`config.mk`:
```
export PLATFORM = sky130hd
export DESIGN_NAME = syscall_responder
export DESIGN_NICKNAME = d
export VERILOG_FILES = /design/src/rtl/syscall_pkg.sv /design/src/rtl/bin2bcd_serial.sv /design/src/rtl/syscall_responder.sv
export SDC_FILE = /design/constraint.sdc
export NUM_CORES = 1
export LEC_CHECK = 0
export ABC_AREA = 1
export BUFFER_PORTS_ARGS = -buffer_cell sky130_fd_sc_hd__clkbuf_2
export CAP_MARGIN = 5
export CORE_MARGIN = 3
export CORE_UTILIZATION = 65
export DETAILED_ROUTE_END_ITERATION = 8
export PLACE_DENSITY = 0.87
export SLEW_MARGIN = 25
export SYNTH_ARGS = -nofsm -noshare
export SYNTH_HDL_FRONTEND = slang
export SYNTH_SLANG_ARGS = --single-unit
```
`constraint.sdc`:
```
create_clock -name clock -period 4.2 [get_ports clock]
set_input_delay 0.21 -clock clock [delete_from_list [all_inputs] [get_ports clock]]
set_output_delay 0.21 -clock clock [all_outputs]
set_load 0.005 [all_outputs]
```
`src/rtl/syscall_pkg.sv`:
```
// -----------------------------------------------------------------------------
// syscall_pkg
// Shared definitions for the syscall responder:
//   - syscall function codes
//   - ASCII constants used when building output bytes
//   - FSM state enumeration
//   - BCD geometry (digit width and digit count)
//   - small character helpers
// No ports (package).
// -----------------------------------------------------------------------------
package syscall_pkg;

    localparam logic [31:0] FUNCT_PRINT_INT  = 32'd1;
    localparam logic [31:0] FUNCT_EXIT       = 32'd10;
    localparam logic [31:0] FUNCT_PRINT_CHAR = 32'd11;
    localparam logic [31:0] FUNCT_PRINT_HEX  = 32'd34;

    localparam logic [7:0] ASCII_ZERO  = 8'h30;
    localparam logic [7:0] ASCII_MINUS = 8'h2D;
    localparam logic [7:0] ASCII_X     = 8'h78;
    localparam logic [7:0] ASCII_A     = 8'h61;

    localparam int BCD_DIGIT_W = 4;
    localparam int BCD_DIGITS  = 10;
    localparam int BCD_W       = BCD_DIGIT_W * BCD_DIGITS;
    localparam int BIN_W       = 32;

    typedef enum logic [2:0] {
        ST_IDLE    = 3'd0,
        ST_CONVERT = 3'd1,
        ST_SIGN    = 3'd2,
        ST_EMIT    = 3'd3,
        ST_CHAR    = 3'd4,
        ST_HALT    = 3'd5
    } state_t;

    // Lowercase ASCII for one hex nibble.
    function automatic logic [7:0] hex_ascii(input logic [3:0] n);
        logic [7:0] r;
        if (n < 4'd10) begin
            r = ASCII_ZERO + {4'd0, n};
        end else begin
            r = ASCII_A + {4'd0, n} - 8'd10;
        end
        return r;
    endfunction

    // ASCII for one decimal digit.
    function automatic logic [7:0] dec_ascii(input logic [3:0] n);
        return ASCII_ZERO + {4'd0, n};
    endfunction

endpackage

```
`src/rtl/bin2bcd_serial.sv`:
```
// -----------------------------------------------------------------------------
// bin2bcd_serial
// Serial double-dabble converter: 32-bit unsigned binary to 10 BCD digits,
// one bit per cycle, fixed 32-cycle latency.
// The first shift is performed on the start edge, so with start in cycle 0
// the result is valid and done is high in cycle 32.
// Ports:
//   clock   in   rising-edge clock
//   reset   in   synchronous active-high reset, aborts a conversion
//   start   in   load bin_in and begin converting (one-cycle strobe)
//   bin_in  in   32-bit unsigned value
//   bcd_out out  40-bit BCD result (digit 9 in [39:36]); held until next start
//   done    out  high for one cycle when bcd_out is final
// -----------------------------------------------------------------------------
module bin2bcd_serial
    import syscall_pkg::*;
(
    input  logic                 clock,
    input  logic                 reset,
    input  logic                 start,
    input  logic [BIN_W-1:0]     bin_in,
    output logic [BCD_W-1:0]     bcd_out,
    output logic                 done
);

    // {bcd digits, remaining binary bits}
    logic [BCD_W+BIN_W-1:0] sr_r;
    logic [5:0]             cnt_r;
    logic                   run_r;

    // One double-dabble iteration: add 3 to every digit >= 5, then shift left.
    function automatic logic [BCD_W+BIN_W-1:0] dd_step(input logic [BCD_W+BIN_W-1:0] s);
        logic [BCD_W+BIN_W-1:0] t;
        t = s;
        for (int i = 0; i < BCD_DIGITS; i++) begin
            if (t[BIN_W + BCD_DIGIT_W*i +: BCD_DIGIT_W] >= 4'd5) begin
                t[BIN_W + BCD_DIGIT_W*i +: BCD_DIGIT_W] =
                    t[BIN_W + BCD_DIGIT_W*i +: BCD_DIGIT_W] + 4'd3;
            end
        end
        return {t[BCD_W+BIN_W-2:0], 1'b0};
    endfunction

    // Shift register, iteration counter and run flag.
    always_ff @(posedge clock) begin
        if (reset) begin
            sr_r  <= '0;
            cnt_r <= 6'd0;
            run_r <= 1'b0;
        end else if (start) begin
            sr_r  <= dd_step({{BCD_W{1'b0}}, bin_in});
            cnt_r <= 6'd1;
            run_r <= 1'b1;
        end else if (run_r) begin
            if (cnt_r == 6'd32) begin
                run_r <= 1'b0;
            end else begin
                sr_r  <= dd_step(sr_r);
                cnt_r <= cnt_r + 6'd1;
            end
        end
    end

    assign bcd_out = sr_r[BCD_W+BIN_W-1:BIN_W];
    assign done    = run_r && (cnt_r == 6'd32);

endmodule

```
`src/rtl/syscall_responder.sv`:
```
// -----------------------------------------------------------------------------
// syscall_responder
// Executes syscalls raised by decode: print signed decimal integer, print
// character, exit. Bytes leave on a registered valid/ready stream.
// Optional build macro SYSCALL_HEX_EN adds funct 34 (print "0x" + 8 lowercase
// hex digits); without it funct 34 is reported as unsupported.
// Ports:
//   clock          in   rising-edge clock
//   reset          in   synchronous active-high reset
//   syscall_valid  in   request strobe, sampled only when idle
//   syscall_funct  in   32-bit service code
//   syscall_param1 in   32-bit argument
//   busy           out  registered, high while a request is in progress
//   halted         out  sticky after exit until reset
//   char_data      out  ASCII byte
//   char_valid     out  byte available
//   char_ready     in   consumer accepts when valid && ready
//   bad_funct      out  one-cycle pulse for an unsupported code
// -----------------------------------------------------------------------------
module syscall_responder
    import syscall_pkg::*;
(
    input  logic        clock,
    input  logic        reset,
    input  logic        syscall_valid,
    input  logic [31:0] syscall_funct,
    input  logic [31:0] syscall_param1,
    output logic        busy,
    output logic        halted,
    output logic [7:0]  char_data,
    output logic        char_valid,
    input  logic        char_ready,
    output logic        bad_funct
);

    state_t             state_r, state_n;
    logic               busy_r, busy_n;
    logic               halted_r, halted_n;
    logic               char_valid_r, char_valid_n;
    logic [7:0]         char_data_r, char_data_n;
    logic               bad_funct_r, bad_funct_n;
    logic [3:0]         idx_r, idx_n;          // digit position being emitted
    logic [BCD_W-1:0]   digits_r, digits_n;    // BCD digits, or raw value in hex mode
    logic               neg_r, neg_n;
    logic               hex_r, hex_n;

    logic               conv_start_s;
    logic               conv_done_s;
    logic [BCD_W-1:0]   conv_bcd_s;
    logic [BIN_W-1:0]   mag_s;
    logic               hs_s;

    // Byte for position i. In hex mode positions 9 and 8 carry the "0x" prefix
    // and 7..0 the nibbles of the raw value.
    function automatic logic [7:0] emit_byte(input logic [BCD_W-1:0] d,
                                             input logic [3:0] i,
                                             input logic hex);
        logic [3:0] nib;
        logic [7:0] r;
        nib = d[{i, 2'b00} +: 4];
        if (hex) begin
            if (i == 4'd9) begin
                r = ASCII_ZERO;
            end else if (i == 4'd8) begin
                r = ASCII_X;
            end else begin
                r = hex_ascii(nib);
            end
        end else begin
            r = dec_ascii(nib);
        end
        return r;
    endfunction

    // Highest non-zero digit position; 0 when the value is zero so that a
    // single '0' is emitted.
    function automatic logic [3:0] lead_idx(input logic [BCD_W-1:0] d);
        logic [3:0] r;
        r = 4'd0;
        for (int k = 0; k < BCD_DIGITS; k++) begin
            if (d[BCD_DIGIT_W*k +: BCD_DIGIT_W] != 4'd0) begin
                r = 4'(k);
            end
        end
        return r;
    endfunction

    // Magnitude of the signed argument; 0x80000000 maps to 2147483648.
    assign mag_s = syscall_param1[31] ? (32'd0 - syscall_param1) : syscall_param1;
    assign hs_s  = char_valid_r && char_ready;

    bin2bcd_serial u_bin2bcd (
        .clock   (clock),
        .reset   (reset),
        .start   (conv_start_s),
        .bin_in  (mag_s),
        .bcd_out (conv_bcd_s),
        .done    (conv_done_s)
    );

    // Next-state and next-output decode.
    always_comb begin
        state_n      = state_r;
        halted_n     = halted_r;
        char_valid_n = char_valid_r;
        char_data_n  = char_data_r;
        bad_funct_n  = 1'b0;
        idx_n        = idx_r;
        digits_n     = digits_r;
        neg_n        = neg_r;
        hex_n        = hex_r;
        conv_start_s = 1'b0;

        case (state_r)
            ST_IDLE: begin
                // busy_r lingers one cycle after a request ends; requests are
                // only taken once it has dropped.
                if (syscall_valid && !busy_r && !halted_r) begin
                    case (syscall_funct)
                        FUNCT_PRINT_INT: begin
                            conv_start_s = 1'b1;
                            neg_n        = syscall_param1[31];
                            hex_n        = 1'b0;
                            state_n      = ST_CONVERT;
                        end
                        FUNCT_EXIT: begin
                            halted_n = 1'b1;
                            state_n  = ST_HALT;
                        end
                        FUNCT_PRINT_CHAR: begin
                            char_valid_n = 1'b1;
                            char_data_n  = syscall_param1[7:0];
                            state_n      = ST_CHAR;
                        end
`ifdef SYSCALL_HEX_EN
                        FUNCT_PRINT_HEX: begin
                            hex_n        = 1'b1;
                            digits_n     = {8'h00, syscall_param1};
                            idx_n        = 4'd9;
                            char_valid_n = 1'b1;
                            char_data_n  = ASCII_ZERO;
                            state_n      = ST_EMIT;
                        end
`endif
                        default: begin
                            bad_funct_n = 1'b1;
                        end
                    endcase
                end else begin
                    state_n = ST_IDLE;
                end
            end
            ST_CONVERT: begin
                if (conv_done_s) begin
                    digits_n     = conv_bcd_s;
                    idx_n        = lead_idx(conv_bcd_s);
                    char_valid_n = 1'b1;
                    if (neg_r) begin
                        char_data_n = ASCII_MINUS;
                        state_n     = ST_SIGN;
                    end else begin
                        char_data_n = emit_byte(conv_bcd_s, lead_idx(conv_bcd_s), 1'b0);
                        state_n     = ST_EMIT;
                    end
                end else begin
                    state_n = ST_CONVERT;
                end
            end
            ST_SIGN: begin
                if (hs_s) begin
                    char_data_n = emit_byte(digits_r, idx_r, hex_r);
                    state_n     = ST_EMIT;
                end else begin
                    state_n = ST_SIGN;
                end
            end
            ST_EMIT: begin
                if (hs_s) begin
                    if (idx_r == 4'd0) begin
                        char_valid_n = 1'b0;
                        state_n      = ST_IDLE;
                    end else begin
                        idx_n       = idx_r - 4'd1;
                        char_data_n = emit_byte(digits_r, idx_r - 4'd1, hex_r);
                    end
                end else begin
                    state_n = ST_EMIT;
                end
            end
            ST_CHAR: begin
                if (hs_s) begin
                    char_valid_n = 1'b0;
                    state_n      = ST_IDLE;
                end else begin
                    state_n = ST_CHAR;
                end
            end
            ST_HALT: begin
                state_n = ST_HALT;
            end
            default: begin
                char_valid_n = 1'b0;
                state_n      = ST_IDLE;
            end
        endcase

        // Rises with the accept edge, falls one cycle after returning to idle.
        busy_n = (state_n != ST_IDLE) || (state_r != ST_IDLE);
    end

    // State and output registers.
    always_ff @(posedge clock) begin
        if (reset) begin
            state_r      <= ST_IDLE;
            busy_r       <= 1'b0;
            halted_r     <= 1'b0;
            char_valid_r <= 1'b0;
            char_data_r  <= 8'h00;
            bad_funct_r  <= 1'b0;
            idx_r        <= 4'd0;
            digits_r     <= '0;
            neg_r        <= 1'b0;
            hex_r        <= 1'b0;
        end else begin
            state_r      <= state_n;
            busy_r       <= busy_n;
            halted_r     <= halted_n;
            char_valid_r <= char_valid_n;
            char_data_r  <= char_data_n;
            bad_funct_r  <= bad_funct_n;
            idx_r        <= idx_n;
            digits_r     <= digits_n;
            neg_r        <= neg_n;
            hex_r        <= hex_n;
        end
    end

    assign busy       = busy_r;
    assign halted     = halted_r;
    assign char_valid = char_valid_r;
    assign char_data  = char_data_r;
    assign bad_funct  = bad_funct_r;

endmodule
```
==> results.cfg, run 1 <==
[run_status]
status = finished, final reports clean

[placement]
pre_cts_slack_ns = 1.38
dpl.hpwl_um = 14300
portBuffers = 79
place.gp.congestion = 0.960

[clock_network]
clk_latency_ns = 0.42
cts_tree = yes
path_clk_slew_ns = 0.06
cts.sinks = 138
postCtsSetupBuffers = 0
cts-resized-gates = 0
cts_hold_buf = 0
cts_buffers = 17
htreeDepth = 4
cts_root_buf = clkbuf_16
cts_buffer_depth = 2

[finish]
num_antenna_cells = 0
multi_input_comb_area_sq_mm = 0.00457
fin_nets = 1326
syn2layout_area_growth_pct = 12.1
drive_gt1_share_pct = 12.4
fillers = 965
seq_area_sq_mm = 0.00276

[global_routing]
grt.total_usage_pct = 29.5
grt_max_degree = 76
gr-total-overflow = 0
grt_pass1_wl_um = 34100
grt_pass1_vias = 7274
antenna_found_initial = 0

[timing]
worst_slack_ns = 1.33
setup_viol = 0
tns_ns = 0
fin_worst_skew_ns = 0.00711
fin_crit_ns = 2.87
report.final.hold_viol_count = 0
rsz0062_at_grt = false
fin_crit_sh_pct = 68.4
slew_headroom_pct = 45.5
tightest_slew_ns = 0.815
drv_slew = 0
max_freq_mhz = 348

[setup_path]
endpoint = char_data[1]
reg2reg_from = state_r[0]
rr_worst_depth = 13
r2r-end = char_data[1]
crit_fanout = 29
cp-end-kind = flop
worst_ep_arrival_time_ns = 3.16
crit_type = flop to flop
crit_required_ns = 4.49
crit_path_start = state_r[0]
worstSetupStartpointType = flop
timing.reg2reg.setup_slack_ns = 1.33

[die]
ioPinCount = 80
core_area_sq_mm = 0.0121
dieHeight_um = 117
dieArea_sq_mm = 0.0138
num_rows = 40
die_width_um = 117
start_util_pct = 67.0

[yosys]
syn_inst = 1183
synth_edf_count = 0
synth_adder_area_share_pct = 4.03
netlist_area_sq_mm = 0.00808
synth_top_family_by_area = simple AND/OR/NAND/NOR gates
ys_seq_area_share_pct = 34.2
yosysWarnings = 0
syn_nets = 1277
synth_compound_area_share_pct = 23.2
synthMuxAreaShare_pct = 0
synth-seq-cells = 138
synthSimpleGateAreaFrac_pct = 24.6
synth_xor_xnor_area_share_pct = 4.55
ys.flop_type = dfxtp_1
synth.distinct_cells = 46
async_reset_ff_share_pct = 0
synth.avg_cell_area_sq_um = 6.83

[pwr]
p_comb_share_pct = 11.2
seq_power_share_pct = 41.9
p_clk_share_pct = 46.9
p_int_uw = 2420
switching_share_pct = 24.9
ir_drop_v = 0.000268
power.leakage_uw = 0.00386
power_density_mw_per_mm2 = 356
p_total_uw = 3230
switchingPower_uw = 803

[detailed_routing]
drt_wl_total_um = 20400
drcViolationCount = 0
drt_first_pass_iters = 6
wl_per_cell_um = 14.4
via_per_inst = 5.71
via_count = 8069
first_iter_violations = 670
ant_nets = 0

[hold_path]
hp-class = primary input to flop

[flow_run]
drv_cap = 0
## final cells by class
type | count | share of cell area (%)
timing repair buffer | 86 | 4.95
tap | 168 | 2.32
clock buffer | 24 | 5.21
sequential | 138 | 30.5
inverter | 127 | 5.29
multi-input combinational | 862 | 50.4
clock inverter | 8 | 1.30
## routing by layer
| metal | GRT usage (%) | part of all wire [%] |
|---|---|---|
| met3 | 4.57 | 7.8 |
| met2 | 47.3 | 46 |
| met5 | 0 | 0 |
| met1 | 39.5 | 43 |
| met4 | 13.1 | 2.8 |
## synthesized netlist by cell type, drive strengths merged, types with 14 or more instances
master / n / area (sq um)
o211ai: 14 / 105
ha: 26 / 325
a21oi: 140 / 704
nor2: 112 / 440
nor3: 17 / 110
xor2: 32 / 280
o21ai: 115 / 583
inv: 124 / 468
dfxtp: 138 / 2760
nand2: 234 / 906
nand3: 76 / 385
buf: 31 / 191
clkbuf: 25 / 93.8
## cells by family after synthesis
kind of cell    Yosys count
compound gates          332
xor+xnor                 42
fa+ha+maj                26
buf+inv                 183
flops                   138
simple gates            462
## critical path: stages (launching register included)
cell,delay [ns]
dfxtp_1,0.43
inv_2,0.09
nor2_2,0.37
nand2_1,0.12
nand2_1,0.63
inv_1,0.37
nand2_1,0.13
nand3_1,0.07
nand3_1,0.10
nand3_1,0.07
a31oi_1,0.16
nand2_1,0.07
nand2_1,0.05
a21oi_1,0.06
## power by group through the flow
stage	combinational (uW)	sequential [uW]	clock, uW
after detailed placement	356	1380	0
final	363	1350	1510
after global routing	408	1350	1590
after CTS	360	1350	1520
after floorplan	255	1380	0
after global placement	352	1380	0
## placed cells by master, fill, tap and decap left out, drive strengths merged, types with 2 or more instances in the layout
master,n
clkinv,7
a211oi,10
a31oi,11
o211ai,14
dfxtp,138
or2,6
a21oi,140
a21o,11
o21ai,115
xnor2,10
nand4,4
o21a,2
nand2,234
ha,26
nor3,17
and2,2
nand3,76
clkbuf,103
a311oi,6
nor2,112
inv,124
nor4,10
a22oi,11
o31ai,6
o21bai,2
bufinv,3
xor2,32
a221oi,3
buf,7
## state kept, by name (all words and copies together) (netlist names)
name / flops
u_bin2bcd.cnt_r: 6
digits_r: 40
char_valid: 1
busy: 1
state_r: 3
char_data: 8
idx_r: 4
halted: 1
u_bin2bcd.sr_r: 71
u_bin2bcd.run_r: 1
neg_r: 1
bad_funct: 1
## worst min-delay path by stage
stage | startpoint | endpoint | depth (start not counted)
after global placement | digits_r[15] | digits_r[15] | 2
after global routing | syscall_param1[0] | u_bin2bcd.sr_r[1] | 3
after CTS | syscall_param1[0] | u_bin2bcd.sr_r[1] | 3
final | syscall_param1[0] | u_bin2bcd.sr_r[1] | 3
after floorplan | syscall_param1[5] | char_data[5] | 2
after detailed placement | digits_r[15] | digits_r[15] | 2
## stage by stage
stage | instance area (sq um) | hold WS [ns] | instances | utilization (%)
6_report | 9050 | 0.0762 | 1413 | 75.1
3_5_place_dp | 8470 | 0.449 | 1381 | 70.2
2_1_floorplan | 8080 | 0.336 | 1183 | -
4_1_cts | 9050 | 0.0703 | 1413 | 75.1
3_3_place_gp | 8470 | 0.445 | 1381 | 70.2
5_1_grt | 9050 | 0.0801 | 1413 | 75.1
Power figures use the tool's default switching activity.
==> inputs of run 2 (changes only) <==
--- a/config.mk
+++ b/config.mk
@@ -9,9 +9,9 @@
 export BUFFER_PORTS_ARGS = -buffer_cell sky130_fd_sc_hd__clkbuf_2
 export CAP_MARGIN = 5
 export CORE_MARGIN = 3
-export CORE_UTILIZATION = 65
+export CORE_UTILIZATION = 54
 export DETAILED_ROUTE_END_ITERATION = 8
-export PLACE_DENSITY = 0.87
+export PLACE_DENSITY = 0.77
 export SLEW_MARGIN = 25
 export SYNTH_ARGS = -nofsm -noshare
 export SYNTH_HDL_FRONTEND = slang
==> constraint.sdc (replaced) <==
create_clock -name clock -period 2.5 [get_ports clock]
set_input_delay 0.125 -clock clock [delete_from_list [all_inputs] [get_ports clock]]
set_output_delay 0.125 -clock clock [all_outputs]
set_load 0.005 [all_outputs]
==> run 2 against run 1 <==
Against the previous run:
- register-to-register slack got worse by 1.1 ns
- clock power increased by 85%
- sequential cell count unchanged
- critical path type unchanged
- largest power group unchanged
==> results.cfg, run 2 (synthesized netlist as in run 1, its figures left out) <==
[run_status]
status = finished, final reports clean

[timing]
worst_slack_ns = 0.241
drv_slew = 0
hold_slack_ns = 0.0285
setup_viol = 0
max_freq_mhz = 443
tightest_slew_ns = 0.733
report.final.hold_viol_count = 0
slew_headroom_pct = 50.6
fin_crit_sh_pct = 90.4
fin_crit_ns = 2.26
fin_worst_skew_ns = 0.00926

[detailed_routing]
wl_met2_um = 10200
wl_per_cell_um = 15.1
top_layer_used = met4
via_per_inst = 5.58
wl_met3_um = 1650
first_iter_violations = 786
drt_wl_total_um = 21900
drcViolationCount = 0
ant_nets = 0
drt_first_pass_iters = 5
via_count = 8092
drt-met1-wl_um = 9530

[finish]
num_antenna_cells = 0
fillers = 1318
final_cells = 1450
drive_gt1_share_pct = 14.8
layout_common_cells = 226 x nand2_1, 139 x a21oi_1, 137 x dfxtp_1
final_util_pct = 64.3
syn2layout_area_growth_pct = 16.1
largest_reg_flops = 71
fin_nets = 1347
top_register = u_bin2bcd.sr_r
layout_commonest_cell = nand2_1

[placement]
portBuffers = 79
place.gp.congestion = 0.938
dpl.hpwl_um = 15400
dp_cells = 1416
pre_cts_slack_ns = 0.122

[setup_path]
crit_buf_inv = 3
worstSetupStartpointType = flop
cp-end-kind = flop
crit_type = flop to flop
crit_required_ns = 2.82
critPathMaxStageDelay_ns = 0.34
critPathTopFamily = simple AND/OR/NAND/NOR gates
worst_ep_arrival_time_ns = 2.58
crit_top_cell = nand2_1
crit_fanout = 13
crit_path_cell_trace = inv_1, ha_1, inv_1, nor3_1, nand2_1, nand2_1, nand2_2, nand2_4, nand2_8, inv_2, nand2_1, nand3_1, nand2_1, nand2_1, nand3_1, nand2_1, a21oi_1
slowest_stage = dfxtp_1

[hold_path]
hp-class = primary input to flop

[clock_network]
cts.sinks = 138
postCtsSetupBuffers = 0
cts_root_buf = clkbuf_16
path_clk_slew_ns = 0.06
cts_buffers = 17
htreeDepth = 4
cts_buffer_depth = 2
clk_latency_ns = 0.43
cts_tree = yes

[global_routing]
grt_pass1_vias = 7411
grt_max_degree = 51
antenna_found_initial = 0
grt_pass1_wl_um = 35700
gr-total-overflow = 0
grt.total_usage_pct = 26.8

[die]
dieArea_sq_mm = 0.0165
ioPinCount = 80
num_rows = 44
dieHeight_um = 128
start_util_pct = 55.4
core_area_sq_mm = 0.0146
die_width_um = 128

[pwr]
power.leakage_uw = 0.00401
ir_drop_v = 0.000511
power_density_mw_per_mm2 = 612
p_total_uw = 5730

[flow_run]
drv_cap = 0
run 2: metal layers:
layer	track usage [%]	vias to the layer above
li1	-	4094
met1	35.0	3654
met2	43.5	306
met3	6.79	38
met4	8.30	0
met5	0	-
run 2: path summary, 6_finish.rpt:
| kind | startpoint | cells after the start | slack [ns] | end |
|---|---|---|---|---|
| setup / recovery | u_bin2bcd.sr_r[52] | 17 | 0.24 | char_data[2] |
| hold / removal | syscall_param1[5] | 3 | 0.03 | char_data[5] |
| setup reg to reg | u_bin2bcd.sr_r[52] | 17 | 0.24 | char_data[2] |
| hold reg to reg | u_bin2bcd.sr_r[18] | 2 | 0.46 | u_bin2bcd.sr_r[18] |
run 2: final cells by class:
type	count	area, sq um	area share (%)
Multi-Input combinational cell	863	4610	49.2
Sequential cell	138	2760	29.5
Timing Repair Buffer	106	638	6.81
Inverter	127	482	5.14
Clock buffer	18	429	4.58
Tap cell	184	230	2.46
Clock inverter	14	221	2.36
run 2: power breakdown:
group | switching, uW | internal [uW] | total, uW
clock network | 1030 | 1780 | 2800
logic | 414 | 251 | 666
registers | 27.0 | 2240 | 2270
total | 1470 | 4270 | 5730
run 2: timing repair:
item,CTS,global route
setup endpoints to repair,0,4
resized for setup,0,13
hold buffers,1,0
endpoints found under the hold margin,1,0
run 2: metrics by stage:
step / area, sq um / setup TNS (ns)
CTS: 9330 / 0
floorplan: 8080 / 0
global placement: 8670 / 0
finish: 9380 / 0
global route: 9380 / -0.00185
detailed placement: 8670 / 0
run 2: worst reg2reg max path, stage by stage (launching register included):
cell and delay [ns]:
dfxtp_1 0.34, inv_1 0.17, ha_1 0.21, inv_1 0.06
nor3_1 0.26, nand2_1 0.09, nand2_1 0.08, nand2_2 0.06
nand2_4 0.13, nand2_8 0.11, inv_2 0.15, nand2_1 0.07
nand3_1 0.07, nand2_1 0.07, nand2_1 0.07, nand3_1 0.09
nand2_1 0.07, a21oi_1 0.06
==> inputs of run 3 (changes only) <==
--- a/config.mk
+++ b/config.mk
@@ -9,10 +9,12 @@
 export BUFFER_PORTS_ARGS = -buffer_cell sky130_fd_sc_hd__clkbuf_2
 export CAP_MARGIN = 5
 export CORE_MARGIN = 3
-export CORE_UTILIZATION = 54
+export CORE_UTILIZATION = 55
 export DETAILED_ROUTE_END_ITERATION = 8
 export PLACE_DENSITY = 0.77
+export SETUP_SLACK_MARGIN = 0.5
 export SLEW_MARGIN = 25
 export SYNTH_ARGS = -nofsm -noshare
 export SYNTH_HDL_FRONTEND = slang
+export SYNTH_HIERARCHICAL = 1
 export SYNTH_SLANG_ARGS = --single-unit
==> run 3 against run 2 <==
Against the previous run:
- combinational power grew 44%
- clock skew rose by 0.0010 ns
- sequential power barely moved
- total power up 1.4%
- largest cell class unchanged
- sequential cell count unchanged
- clock power decreased by 8.2%
- routed wire length grew 26%
- core utilization up 6.5 points
- critical path depth fell by 7
- synthesized cell count is 17% higher
- worst hold slack gained 0.011 ns
- worst setup slack improved by 0.18 ns
==> results.cfg, run 3 <==
[run_status]
status = finished, final reports clean

[detailed_routing]
via_count = 9817
drt_wl_total_um = 27700
drt_first_pass_iters = 8
ant_nets = 0
drcViolationCount = 0
wl_per_cell_um = 16.1
via_per_inst = 5.70
first_iter_violations = 1412

[die]
start_util_pct = 56.4
dieHeight_um = 134
die_width_um = 134
dieArea_sq_mm = 0.0179
num_rows = 46
core_area_sq_mm = 0.0159
ioPinCount = 80

[yosys]
yosys.area.top_type_share_pct = 30.7
ys_seq_area_share_pct = 30.7
syn_nets = 1480
synthMuxAreaShare_pct = 0
netlist_area_sq_mm = 0.00898
synth.avg_cell_area_sq_um = 6.47
synth_top_family_by_area = simple AND/OR/NAND/NOR gates
yosysMostFrequentCell = nand2_1
syn_inst = 1388
synth.distinct_cells = 46
synth_edf_count = 0
synth_adder_area_share_pct = 3.34
yosysWarnings = 6
synth-seq-cells = 138
synth_top_area_cell = dfxtp_1
synth_xor_xnor_area_share_pct = 3.22
ys.flop_type = dfxtp_1
synth_compound_area_share_pct = 15.9
synth_common_cells = 344 x nand2_1, 162 x nor2_1, 138 x dfxtp_1, 138 x inv_1, 111 x a21oi_1
ys_top_cells_by_area = dfxtp_1 31%, nand2_1 14%, nor2_1 6.8%
async_reset_ff_share_pct = 0
synthSimpleGateAreaFrac_pct = 33.8

[finish]
largest_reg_flops = 71
layout_commonest_cell = nand2_1
final_cells = 1722
syn2layout_area_growth_pct = 25.5
layout_common_cells = 322 x nand2_1, 149 x nor2_1, 125 x dfxtp_1
drive_gt1_share_pct = 24.9
top_register = u_bin2bcd/sr_r
fin_nets = 1585
num_antenna_cells = 0

[setup_path]
worst_ep_arrival_time_ns = 2.43
crit_buf_inv = 2
crit_fanout = 7
worstSetupStartpointType = flop
critPathMaxStageDelay_ns = 0.35
slowest_stage = nor4_4
cp-end-kind = flop
crit_path_cell_trace = nor4_4, buf_4, a21boi_1, buf_4, nand2_1, a21oi_1, nand3_2, nand2_2, nand2_2, a21oi_2
critPathTopFamily = simple AND/OR/NAND/NOR gates
crit_type = flop to flop
crit_required_ns = 2.85

[global_routing]
grt_pass1_vias = 8045
antenna_found_initial = 0
grt_pass1_wl_um = 38200
grt_max_degree = 52
gr-total-overflow = 0
grt.total_usage_pct = 25.6

[flow_run]
drv_cap = 0

[pwr]
power.leakage_uw = 0.00493
seq_power_share_pct = 39.3
switching_share_pct = 27.2
p_comb_share_pct = 16.5
ir_drop_v = 0.000524
p_int_uw = 4230
p_total_uw = 5810
power_density_mw_per_mm2 = 515
p_clk_share_pct = 44.2
switchingPower_uw = 1580

[placement]
portBuffers = 79
dpl.hpwl_um = 16100
dp_cells = 1631
place.gp.congestion = 0.888

[timing]
slew_headroom_pct = 55.5
max_freq_mhz = 481
fin_crit_ns = 2.08
report.final.hold_viol_count = 0
drv_slew = 0
fin_crit_sh_pct = 83.2
fin_worst_skew_ns = 0.0103
setup_viol = 0
tns_ns = 0
rsz0062_at_grt = true
tightest_slew_ns = 0.668

[clock_network]
cts_root_buf = clkbuf_16
htreeDepth = 4
path_clk_slew_ns = 0.06
cts_tree = yes
cts_buffers = 17
cts_buffer_depth = 2
clk_latency_ns = 0.42
cts.sinks = 138

[hold_path]
hp-class = primary input to flop
-- run 3: changes by cell type after synthesis, sizes merged, moves of 9 or more --
cell and delta:
nor2 +58, nor4 +9, a21o -11, nand4 +13
xor2 -15, nand2 +122, a22oi -11, buf +38
inv +23, a21oi -26, nand3 +30
-- run 3: power groups by stage --
stage,clock [uW],sequential [uW],combinational [uW]
5_1_grt,2680,2290,1030
3_3_place_gp,0,2330,686
4_1_cts,2580,2280,735
3_5_place_dp,0,2330,693
2_1_floorplan,0,2320,462
6_report,2570,2280,956
-- run 3: cell families after synthesis --
logic type                 count (synthesis)
AOI/OAI and AO/OA                        261
DFF                                      138
adders and majority gates                 24
and+or+nand+nor                          688
xor gates and xnor gates                  33
buffers and inverters                    244
-- run 3: final timing paths --
kind	start	to	slack (ns)	cells past startpoint
min	syscall_param1[7]	char_data[7]	0.04	3
max reg2reg	u_bin2bcd/sr_r[69]	char_data[1]	0.42	10
max	u_bin2bcd/sr_r[69]	char_data[1]	0.42	10
min reg2reg	u_bin2bcd/sr_r[26]	u_bin2bcd/sr_r[26]	0.46	2
-- run 3: cell type report --
cell class / count / area (sq um)
Fill cell: 1242 / 4660
Timing Repair Buffer: 175 / 1390
Tap cell: 216 / 270
Sequential cell: 138 / 2790
Clock inverter: 11 / 145
Clock buffer: 21 / 450
Inverter: 148 / 591
Timing Repair inverter: 1 / 7.51
Multi-Input combinational cell: 1012 / 5630
-- run 3: timing repair --
| item | 4_1_cts | 5_1_grt |
|---|---|---|
| pin swaps | 4 | 70 |
| setup buffers | 3 | 41 |
| hold buffers | 1 | 0 |
| endpoints found under the setup margin | 82 | 85 |
| endpoints found under the hold margin | 1 | 0 |
| cloned | 1 | 13 |
| gates resized for setup | 26 | 165 |
-- run 3: stage by stage --
| stage | setup slack, ns | area, sq um | hold WS, ns | utilization, % |
|---|---|---|---|---|
| CTS | 0.500 | 10200 | 0.0131 | 63.8 |
| detailed placement | 0.0865 | 9420 | 0.423 | 59.1 |
| finish | 0.419 | 11300 | 0.0391 | 70.8 |
| floorplan | 0.519 | 8980 | 0.274 | - |
| global route | 0.316 | 11300 | 0.0498 | 70.8 |
| global placement | 0.142 | 9420 | 0.412 | 59.1 |
-- run 3: metal layers --
| layer | wire [um] | vias to the layer above | track usage, % |
|---|---|---|---|
| li1 | - | 4700 | - |
| met1 | 11400 | 4481 | 36.0 |
| met2 | 13100 | 566 | 40.2 |
| met3 | 2560 | 70 | 5.25 |
| met4 | 621 | 0 | 7.14 |
| met5 | 0 | - | 0 |
-- run 3: worst min-delay path, stage by stage --
cell and delay, ns:
clkbuf_2 0.14, nand3_1 0.10, a21oi_1 0.05
